**config.mk**
```make
export PLATFORM = sky130hd
export DESIGN_NAME = fmul_result_stage
export DESIGN_NICKNAME = d
export VERILOG_FILES = /design/src/rtl/fmul_result_stage.sv
export SDC_FILE = /design/constraint.sdc
export NUM_CORES = 1
export LEC_CHECK = 0
export CAP_MARGIN = 20
export CORE_MARGIN = 1
export CORE_UTILIZATION = 47
export DETAILED_ROUTE_END_ITERATION = 10
export MAX_ROUTING_LAYER = met4
export PLACE_DENSITY = 0.77
export SLEW_MARGIN = 20
export SYNTH_ARGS = -nofsm -noshare
export SYNTH_HDL_FRONTEND = slang
export SYNTH_SLANG_ARGS = --single-unit
```
**constraint.sdc**
```tcl
create_clock -name clk -period 11.5 [get_ports clk]
set_input_delay 1.15 -clock clk [delete_from_list [all_inputs] [get_ports clk]]
set_output_delay 1.15 -clock clk [all_outputs]
set_load 0.05 [all_outputs]
```
**src/rtl/fmul_result_stage.sv**
```systemverilog
// ---------------------------------------------------------------------------
// fmul_result_stage
//
// Registered, handshaked post-processing stage that sits directly behind the
// combinational single-precision multiplier. It captures both operands and the
// multiplier's raw result, then applies the special-case and range handling
// the multiplier does not do: NaN, infinity, zero/denormal flush, exponent
// overflow and exponent underflow.
//
// Pipeline: R1 (capture register) -> classification -> R2 (output register).
// Latency is 2 cycles from presentation, throughput is 1 result per cycle.
//
// Ports:
//   clk        single clock, all state updates on the rising edge
//   rst        synchronous, active-high reset
//   in_valid   operand/raw-result triple is valid
//   in_ready   stage can accept a triple this cycle
//   in_a       multiplicand (IEEE-754 single)
//   in_b       multiplier (IEEE-754 single)
//   in_raw     raw multiplier output for in_a, in_b
//   out_valid  out_data and flags are valid
//   out_ready  consumer accepts the output this cycle
//   out_data   final IEEE-754 product
//   out_ovf    result overflowed to infinity
//   out_udf    result underflowed / was flushed to zero by range
//   out_inv    invalid operation, out_data carries QNAN
//
// Optional feature (macro FMUL_STATS_EN):
//   op_count   16-bit saturating count of completed output handshakes
//   exc_count  16-bit saturating count of completed handshakes with a flag set
// ---------------------------------------------------------------------------
module fmul_result_stage #(
    parameter logic [31:0] QNAN = 32'h7FC00000
) (
    input  logic        clk,
    input  logic        rst,
    input  logic        in_valid,
    output logic        in_ready,
    input  logic [31:0] in_a,
    input  logic [31:0] in_b,
    input  logic [31:0] in_raw,
    output logic        out_valid,
    input  logic        out_ready,
    output logic [31:0] out_data,
    output logic        out_ovf,
    output logic        out_udf,
    output logic        out_inv
`ifdef FMUL_STATS_EN
    ,
    output logic [15:0] op_count,
    output logic [15:0] exc_count
`endif
);

    // R1 capture register
    logic        r1_valid;
    logic [31:0] r1_a;
    logic [31:0] r1_b;
    logic [31:0] r1_raw;

    // Handshake terms
    logic adv2;
    logic accept;
    logic transfer;

    // Operand fields and classification
    logic [7:0]        ea;
    logic [7:0]        eb;
    logic [22:0]       ma;
    logic [22:0]       mb;
    logic              s;
    logic              a_nan;
    logic              b_nan;
    logic              a_inf;
    logic              b_inf;
    logic              a_zero;
    logic              b_zero;
    logic [7:0]        exp_sum;
    logic [7:0]        carry8;
    logic              carry;
    logic signed [9:0] texp;

    // Next values for R2
    logic [31:0] nxt_data;
    logic        nxt_ovf;
    logic        nxt_udf;
    logic        nxt_inv;

    // The sign of the product always comes from the operands, so the raw
    // result's sign bit is carried along but never consulted.
    logic raw_sign_unused;
    assign raw_sign_unused = r1_raw[31];

    // R2 can take a new value when it is empty or being drained this cycle;
    // R1 can take a new triple when it is empty or moving into R2.
    assign adv2     = !out_valid || out_ready;
    assign in_ready = !r1_valid || adv2;
    assign accept   = in_valid && in_ready;
    assign transfer = r1_valid && adv2;

    assign ea = r1_a[30:23];
    assign eb = r1_b[30:23];
    assign ma = r1_a[22:0];
    assign mb = r1_b[22:0];
    assign s  = r1_a[31] ^ r1_b[31];

    assign a_nan  = (ea == 8'hFF) && (ma != 23'd0);
    assign b_nan  = (eb == 8'hFF) && (mb != 23'd0);
    assign a_inf  = (ea == 8'hFF) && (ma == 23'd0);
    assign b_inf  = (eb == 8'hFF) && (mb == 23'd0);
    assign a_zero = (ea == 8'h00);
    assign b_zero = (eb == 8'h00);

    // The multiplier already added the exponents modulo 256 (biased sum minus
    // 127 == sum + 0x81), possibly bumped by one when the mantissa product
    // normalised upward. Recovering that bump from the raw exponent lets us
    // rebuild the true exponent with enough width to see overflow/underflow.
    assign exp_sum = ea + eb + 8'h81;
    assign carry8  = r1_raw[30:23] - exp_sum;
    assign carry   = (carry8 == 8'd1);
    assign texp    = $signed({2'b00, ea}) + $signed({2'b00, eb})
                   - 10'sd127 + $signed({9'd0, carry});

    // Classification: first match wins, at most one flag is ever raised.
    always_comb begin
        nxt_data = {s, r1_raw[30:0]};
        nxt_ovf  = 1'b0;
        nxt_udf  = 1'b0;
        nxt_inv  = 1'b0;
        if (a_nan || b_nan || (a_inf && b_zero) || (b_inf && a_zero)) begin
            nxt_data = QNAN;
            nxt_inv  = 1'b1;
        end else if (a_inf || b_inf) begin
            nxt_data = {s, 8'hFF, 23'd0};
        end else if (a_zero || b_zero) begin
            nxt_data = {s, 31'd0};
        end else if (texp >= 10'sd255) begin
            nxt_data = {s, 8'hFF, 23'd0};
            nxt_ovf  = 1'b1;
        end else if (texp <= 10'sd0) begin
            nxt_data = {s, 31'd0};
            nxt_udf  = 1'b1;
        end
    end

    // R1 payload: only loaded on accept, its contents are meaningless while
    // r1_valid is low, so it needs no reset.
    always_ff @(posedge clk) begin
        if (accept) begin
            r1_a   <= in_a;
            r1_b   <= in_b;
            r1_raw <= in_raw;
        end
    end

    // Valid bits and the output register. Whenever in_ready is high R1 is
    // either empty or emptying, so its valid simply follows in_valid. R2
    // holds its contents while stalled and reloads only on a transfer.
    always_ff @(posedge clk) begin
        if (rst) begin
            r1_valid  <= 1'b0;
            out_valid <= 1'b0;
            out_data  <= 32'd0;
            out_ovf   <= 1'b0;
            out_udf   <= 1'b0;
            out_inv   <= 1'b0;
        end else begin
            if (in_ready) begin
                r1_valid <= in_valid;
            end
            if (adv2) begin
                out_valid <= r1_valid;
            end
            if (transfer) begin
                out_data <= nxt_data;
                out_ovf  <= nxt_ovf;
                out_udf  <= nxt_udf;
                out_inv  <= nxt_inv;
            end
        end
    end

`ifdef FMUL_STATS_EN
    // Statistics counters: count completed output handshakes only, and stick
    // at all-ones rather than wrapping.
    always_ff @(posedge clk) begin
        if (rst) begin
            op_count  <= 16'd0;
            exc_count <= 16'd0;
        end else if (out_valid && out_ready) begin
            if (op_count != 16'hFFFF) begin
                op_count <= op_count + 16'd1;
            end
            if ((out_ovf || out_udf || out_inv) && (exc_count != 16'hFFFF)) begin
                exc_count <= exc_count + 16'd1;
            end
        end
    end
`endif

endmodule

```
== Word level (Yosys, flattened, before mapping) ==
Index checks and enable logic that the tools add are counted.
Storage, ports and cells
  output and inout port bits: 37
  register bits: 132
  logic and storage cells: 59
Cells by class
  equality and inequality tests: 3
  $lt $le $gt $ge: 2
  bitwise operators: 1
  reduce and logical (&&, ||, !) cells: 23
  muxes and demuxes: 15
  add/subtract/negate cells: 6
Operators by type and width (number)
  31-bit 2-to-1 mux: 4
  23-bit logical NOT: 2
  23-bit nonzero test: 2
  32-bit 2-to-1 mux: 1
  8-bit == test (second input constant): 2
  8-bit logical NOT: 2
  10-bit by 2-bit adder with 10-bit output: 1
  10-bit by 9-bit >= comparator with 1-bit output (second input constant): 1
  10-bit by 1-bit <= comparator with 1-bit output (second input constant): 1
  1-bit 2-to-1 mux: 10
  9-bit by 7-bit subtractor with 10-bit output (second input constant): 1
  8-bit by 8-bit adder with 9-bit output: 1
  8-bit adder: 1
  8-bit adder (second input constant): 1
  8-bit by 1-bit == test with 1-bit output (second input constant): 1
  1-bit logical AND: 8
  8-bit subtractor: 1
  1-bit logical OR: 7
  1-bit logical NOT: 2
  1-bit XOR: 1

== Longest topological paths before layout ==
  depth after elaboration: 11
  depth in mapped cells: 25
  gate-level depth less buffers: 24

== Least setup slack after synthesis ==
No wires, ideal clock.
  path type: reg2reg
  start point: reg r1_a[25]
  end point: reg out_data[23]
  data required time: 11378 ps
  setup slack: 6131 ps
  library setup time: 122 ps
  stages on the path, launching flop included: 22
  arrival time: 5247 ps
  path through: edfxtp_1 > fa_1 > inv_1 > ha_1 > inv_1 > fa_1 > nor2b_1 > o21ai_0 > nand2b_1 > a31oi_1 > or4_1 > ha_1 > inv_1 > ha_1 > inv_1 > fa_1 > nor3b_1 > nand3_1 > a311o_1 > or4_4 > o21a_4 > a221o_1
Between the ends
  cells in the longest elaborated chain, start to end: 11
  elaborated cells on any way between the ends: 25
Ends and longest elaborated chain
  from (decl): RTL line 57  | logic [31:0] r1_a;
  from (signal assigned): RTL line 150  | r1_a <= in_a;
  8-bit adder (2 in a row): RTL line 118  | assign exp_sum = ea + eb + 8'h81;
  8-bit subtractor: RTL line 119  | assign carry8 = r1_raw[30:23] - exp_sum;
  8-bit by 1-bit == test with 1-bit output: RTL line 120  | assign carry = (carry8 == 8'd1);
  10-bit by 2-bit adder with 10-bit output: RTL line 122  | - 10'sd127 + $signed({9'd0, carry});
  10-bit by 1-bit <= comparator with 1-bit output: RTL line 140  | end else if (texp <= 10'sd0) begin
  31-bit 2-to-1 mux: RTL line 140
  31-bit 2-to-1 mux: RTL line 137  | end else if (texp >= 10'sd255) begin
  31-bit 2-to-1 mux: RTL line 135  | end else if (a_zero || b_zero) begin
  31-bit 2-to-1 mux: RTL line 133  | end else if (a_inf || b_inf) begin
  32-bit 2-to-1 mux (*): RTL line 130  | if (a_nan || b_nan || (a_inf && b_zero) || (b_inf && a_zero)) begin
  to (signal assigned): RTL line 175  | out_data <= nxt_data;
  to (decl): RTL line 44  | output logic [31:0] out_data,
Mark *: on every way between the ends. The rest lies on a longest branch, timed or not.
A chain may end at the register's enable or synchronous reset.

== Final worst setup path ==
  start point: reg r1_a[26]
  end point: reg out_data[9]
Same word-level chain as after synthesis.

==> run_results.csv <==
group,metric,value,unit
setup_path,start_kind,"register",
die,fp-row-count,39,
detailed_routing,drt-total-wl,11900,µm
run,maxCapViolCount,0,
clock_network,cts_tree,"built",
synthesis,synth_warnings,0,
setup_path,startpoint,"r1_a[26]",
clock_network,postCtsSetupRepairBufs,0,
sta,clock.fmax,0.166,GHz
sta,min_period,6.03,ns
global_routing,grt_pass1_vias,3944,
synthesis,synthTopCellsByCount,"edfxtp_1, inv_1, dfxtp_1, ha_1, nor2_1",
min_path,hp-start,"r1_raw[8]",
synthesis,ys_types,55,
placed_design,gp_congestion,0.842,
clock_network,h-tree-depth,4,
clock_network,holdBufCountCts,0,
power_and_ir_drop,total_power,0.00131,W
layout,syn_to_final_growth,37.6,%
detailed_routing,drt-wirelength-per-cell,17.0,µm
sta,tns,0,ns
die,fp.dieW,111,µm
sta,worst_clock_skew,0.0107,ns
detailed_routing,drt_iter0_drc,195,
sta,finalHoldViolations,0,
layout,antenna_cells,0,
clock_network,cts_buffers,17,
setup_path,worst_ep_required_time,11.85,ns
min_path,hp-class,"register to register",
global_routing,grt_max_degree,66,
power_and_ir_drop,max-vdd-ir-drop,0.000120,V
die,io_pins,137,
global_routing,grt_pass1_wl,19500,µm
clock_network,clk_latency,0.41,ns
layout,drive_above_1_share,0.0680,
synthesis,synth_nets,544,
run_status,outcome,"finished, violations left",
synthesis,synth_most_common_cell,"edfxtp_1",
clock_network,clock_sinks,132,
clock_network,clock_path_buffers,2,
synthesis,yosysSeqAreaShare,0.640,
setup_path,worstSetupPathType,"register to register",
die,start_util,0.487,
layout,finish.utilization,0.670,
synthesis,synth_top_area_cell,"edfxtp_1",
setup_path,critPathCaptureType,"register",
synthesis,syn_inst,400,
placed_design,dp_cells,671,
clock_network,cts_root_buf,"clkbuf_16",
synthesis,syn_area_per_cell,14.0,µm²
global_routing,antenna_found_initial,0,
sta,setup_ws,5.47,ns
detailed_routing,avgViaCountPerCell,5.29,
placed_design,pre_cts_ws,5.59,ns
synthesis,synth_edf_count,95,
sta,setup_viol,0,
synthesis,netlist_area,5610,µm²
die,die_h,111,µm
synthesis,synth_ff_type,"edfxtp_1",
placed_design,portBuffers,135,
clock_network,cts_resized,0,
setup_path,crit_path_max_fanout,22,
power_and_ir_drop,powerDensity,170,nW/µm²
global_routing,grt_overflow_total,0,
placed_design,dp.final_hpwl,8540,µm
run_status,violations,"DRC",
synthesis,yosysTopAreaCellShare,0.508,
die,core_area,11500,µm²
synthesis,async_flop_share,0,
sta,relSlewSlack,0.305,
detailed_routing,drtPass1Iterations,7,
sta,period_share,0.524,
detailed_routing,vias,3711,
sta,finalMaxSlewViolations,0,
setup_path,timing.rr.start,"r1_a[26]",
synthesis,synth.top_cells.by_area,"edfxtp_1, dfxtp_1, ha_1, a22o_1, fa_1",
detailed_routing,drtAntennaViolNets,0,
layout,finalNonFillerCells,702,
synthesis,ys_seq_elements,132,
global_routing,grt_usage,0.215,
sta,rsz0062_at_grt,"no",
detailed_routing,post-route-drc-count,8,
clock_network,clk_pin_slew,0.06,ns
layout,nets,691,
sta,worst_pin_slew,1.04,ns
setup_path,crit_arrival,6.38,ns
die,dieArea,12400,µm²
power_and_ir_drop,p_leak,2.95,nW
where the power goes:
group	internal [W]	switching (W)	leakage, nW
combinational	0.0000926	0.000111	1.43
clock	0.000360	0.000194	0.288
sequential	0.000542	0.0000144	1.23
total	0.000995	0.000319	2.95
worst paths after layout:
check	endpoint	slack, ns	cells after the start
hold reg to reg	out_data[8]	0.45	1
setup reg to reg	out_data[9]	5.47	22
setup / recovery	out_data[9]	5.47	22
hold / removal	out_data[8]	0.45	1
logic make-up (layout without fill, tap and decap cells):
logic type | after synthesis | after routing | synth area share
flip-flops | 132 | 132 | 0.640
AND/OR/NAND/NOR | 92 | 92 | 0.0887
AO/OA/AOI/OAI | 68 | 68 | 0.104
buffers and inverters | 50 | 209 | 0.0363
adder cells (fa/ha/maj) | 44 | 44 | 0.109
XOR/XNOR | 14 | 14 | 0.0218
per-stage QoR:
stage | cell area, µm² | hold slack [ns]
final | 7720 | 0.455
after CTS | 7720 | 0.458
after global routing | 7720 | 0.474
after detailed placement | 7110 | 0.441
after global placement | 7110 | 0.439
after floorplan | 5610 | 0.436
sequential cells by signal, indices dropped and copies added, names as in the netlist:
register and count:
r1_valid 1, r1_a 32, out_inv 1, out_valid 1
r1_raw 31, out_ovf 1, out_udf 1, out_data 32
r1_b 32
final cells by class:
class                      instances  area (µm²)
fill                             810        3790
sequential                       132        3590
multi-input combinational        218        1820
timing repair buffer             137        1370
clock buffer                      17         425
clock inverter                    14         185
tap                              143         179
inverter                          41         154
layout by cell type, fill, tap and decap left out, types with 2 or more instances in the layout:
master           instances
a21oi_1                  5
a221o_1                  8
a22o_1                  23
buf_4                    2
bufinv_16                4
clkbuf_16               17
clkdlybuf4s50_1        135
clkinv_1                 3
clkinvlp_4               3
dfxtp_1                 37
edfxtp_1                95
fa_1                     8
ha_1                    36
inv_1                   41
inv_6                    2
nand2_1                  7
nand2b_1                 4
nand3_1                  4
nand4_1                  5
nor2_1                  27
nor2b_1                  8
nor3_1                   9
nor3b_1                  2
nor4_1                  10
o211ai_1                 2
o21ai_0                  7
or3_1                    3
or4_1                    7
xnor2_1                  4
xor2_1                  10
per-layer routing:
metal | global-route usage | vias to the layer above | routed length (µm) | part of all wire
met4 | 0.0991 | 0 | 359 | 0.030
met5 | - | - | 0 | 0
met2 | 0.363 | 139 | 6170 | 0.52
met3 | 0.0596 | 28 | 673 | 0.056
met1 | 0.236 | 1752 | 4710 | 0.40
li1 | - | 1792 | - | -
worst max-delay path, cell delays in order (launching register included):
cell and delay, ns:
edfxtp_1 0.51, fa_1 0.63, inv_1 0.07, ha_1 0.30, ha_1 0.30, nor2b_1 0.14
o21ai_0 0.15, nand2b_1 0.09, nor3_1 0.18, a31oi_1 0.05, or4_1 0.51, ha_1 0.30
inv_1 0.06, ha_1 0.22, inv_1 0.07, fa_1 0.44, nor2b_1 0.23, o2111ai_1 0.16
nand3b_1 0.13, xor2_1 0.24, o41a_1 0.18, o2111a_1 0.75, a22o_1 0.25
No activity file was read; power rests on OpenSTA's default activity.
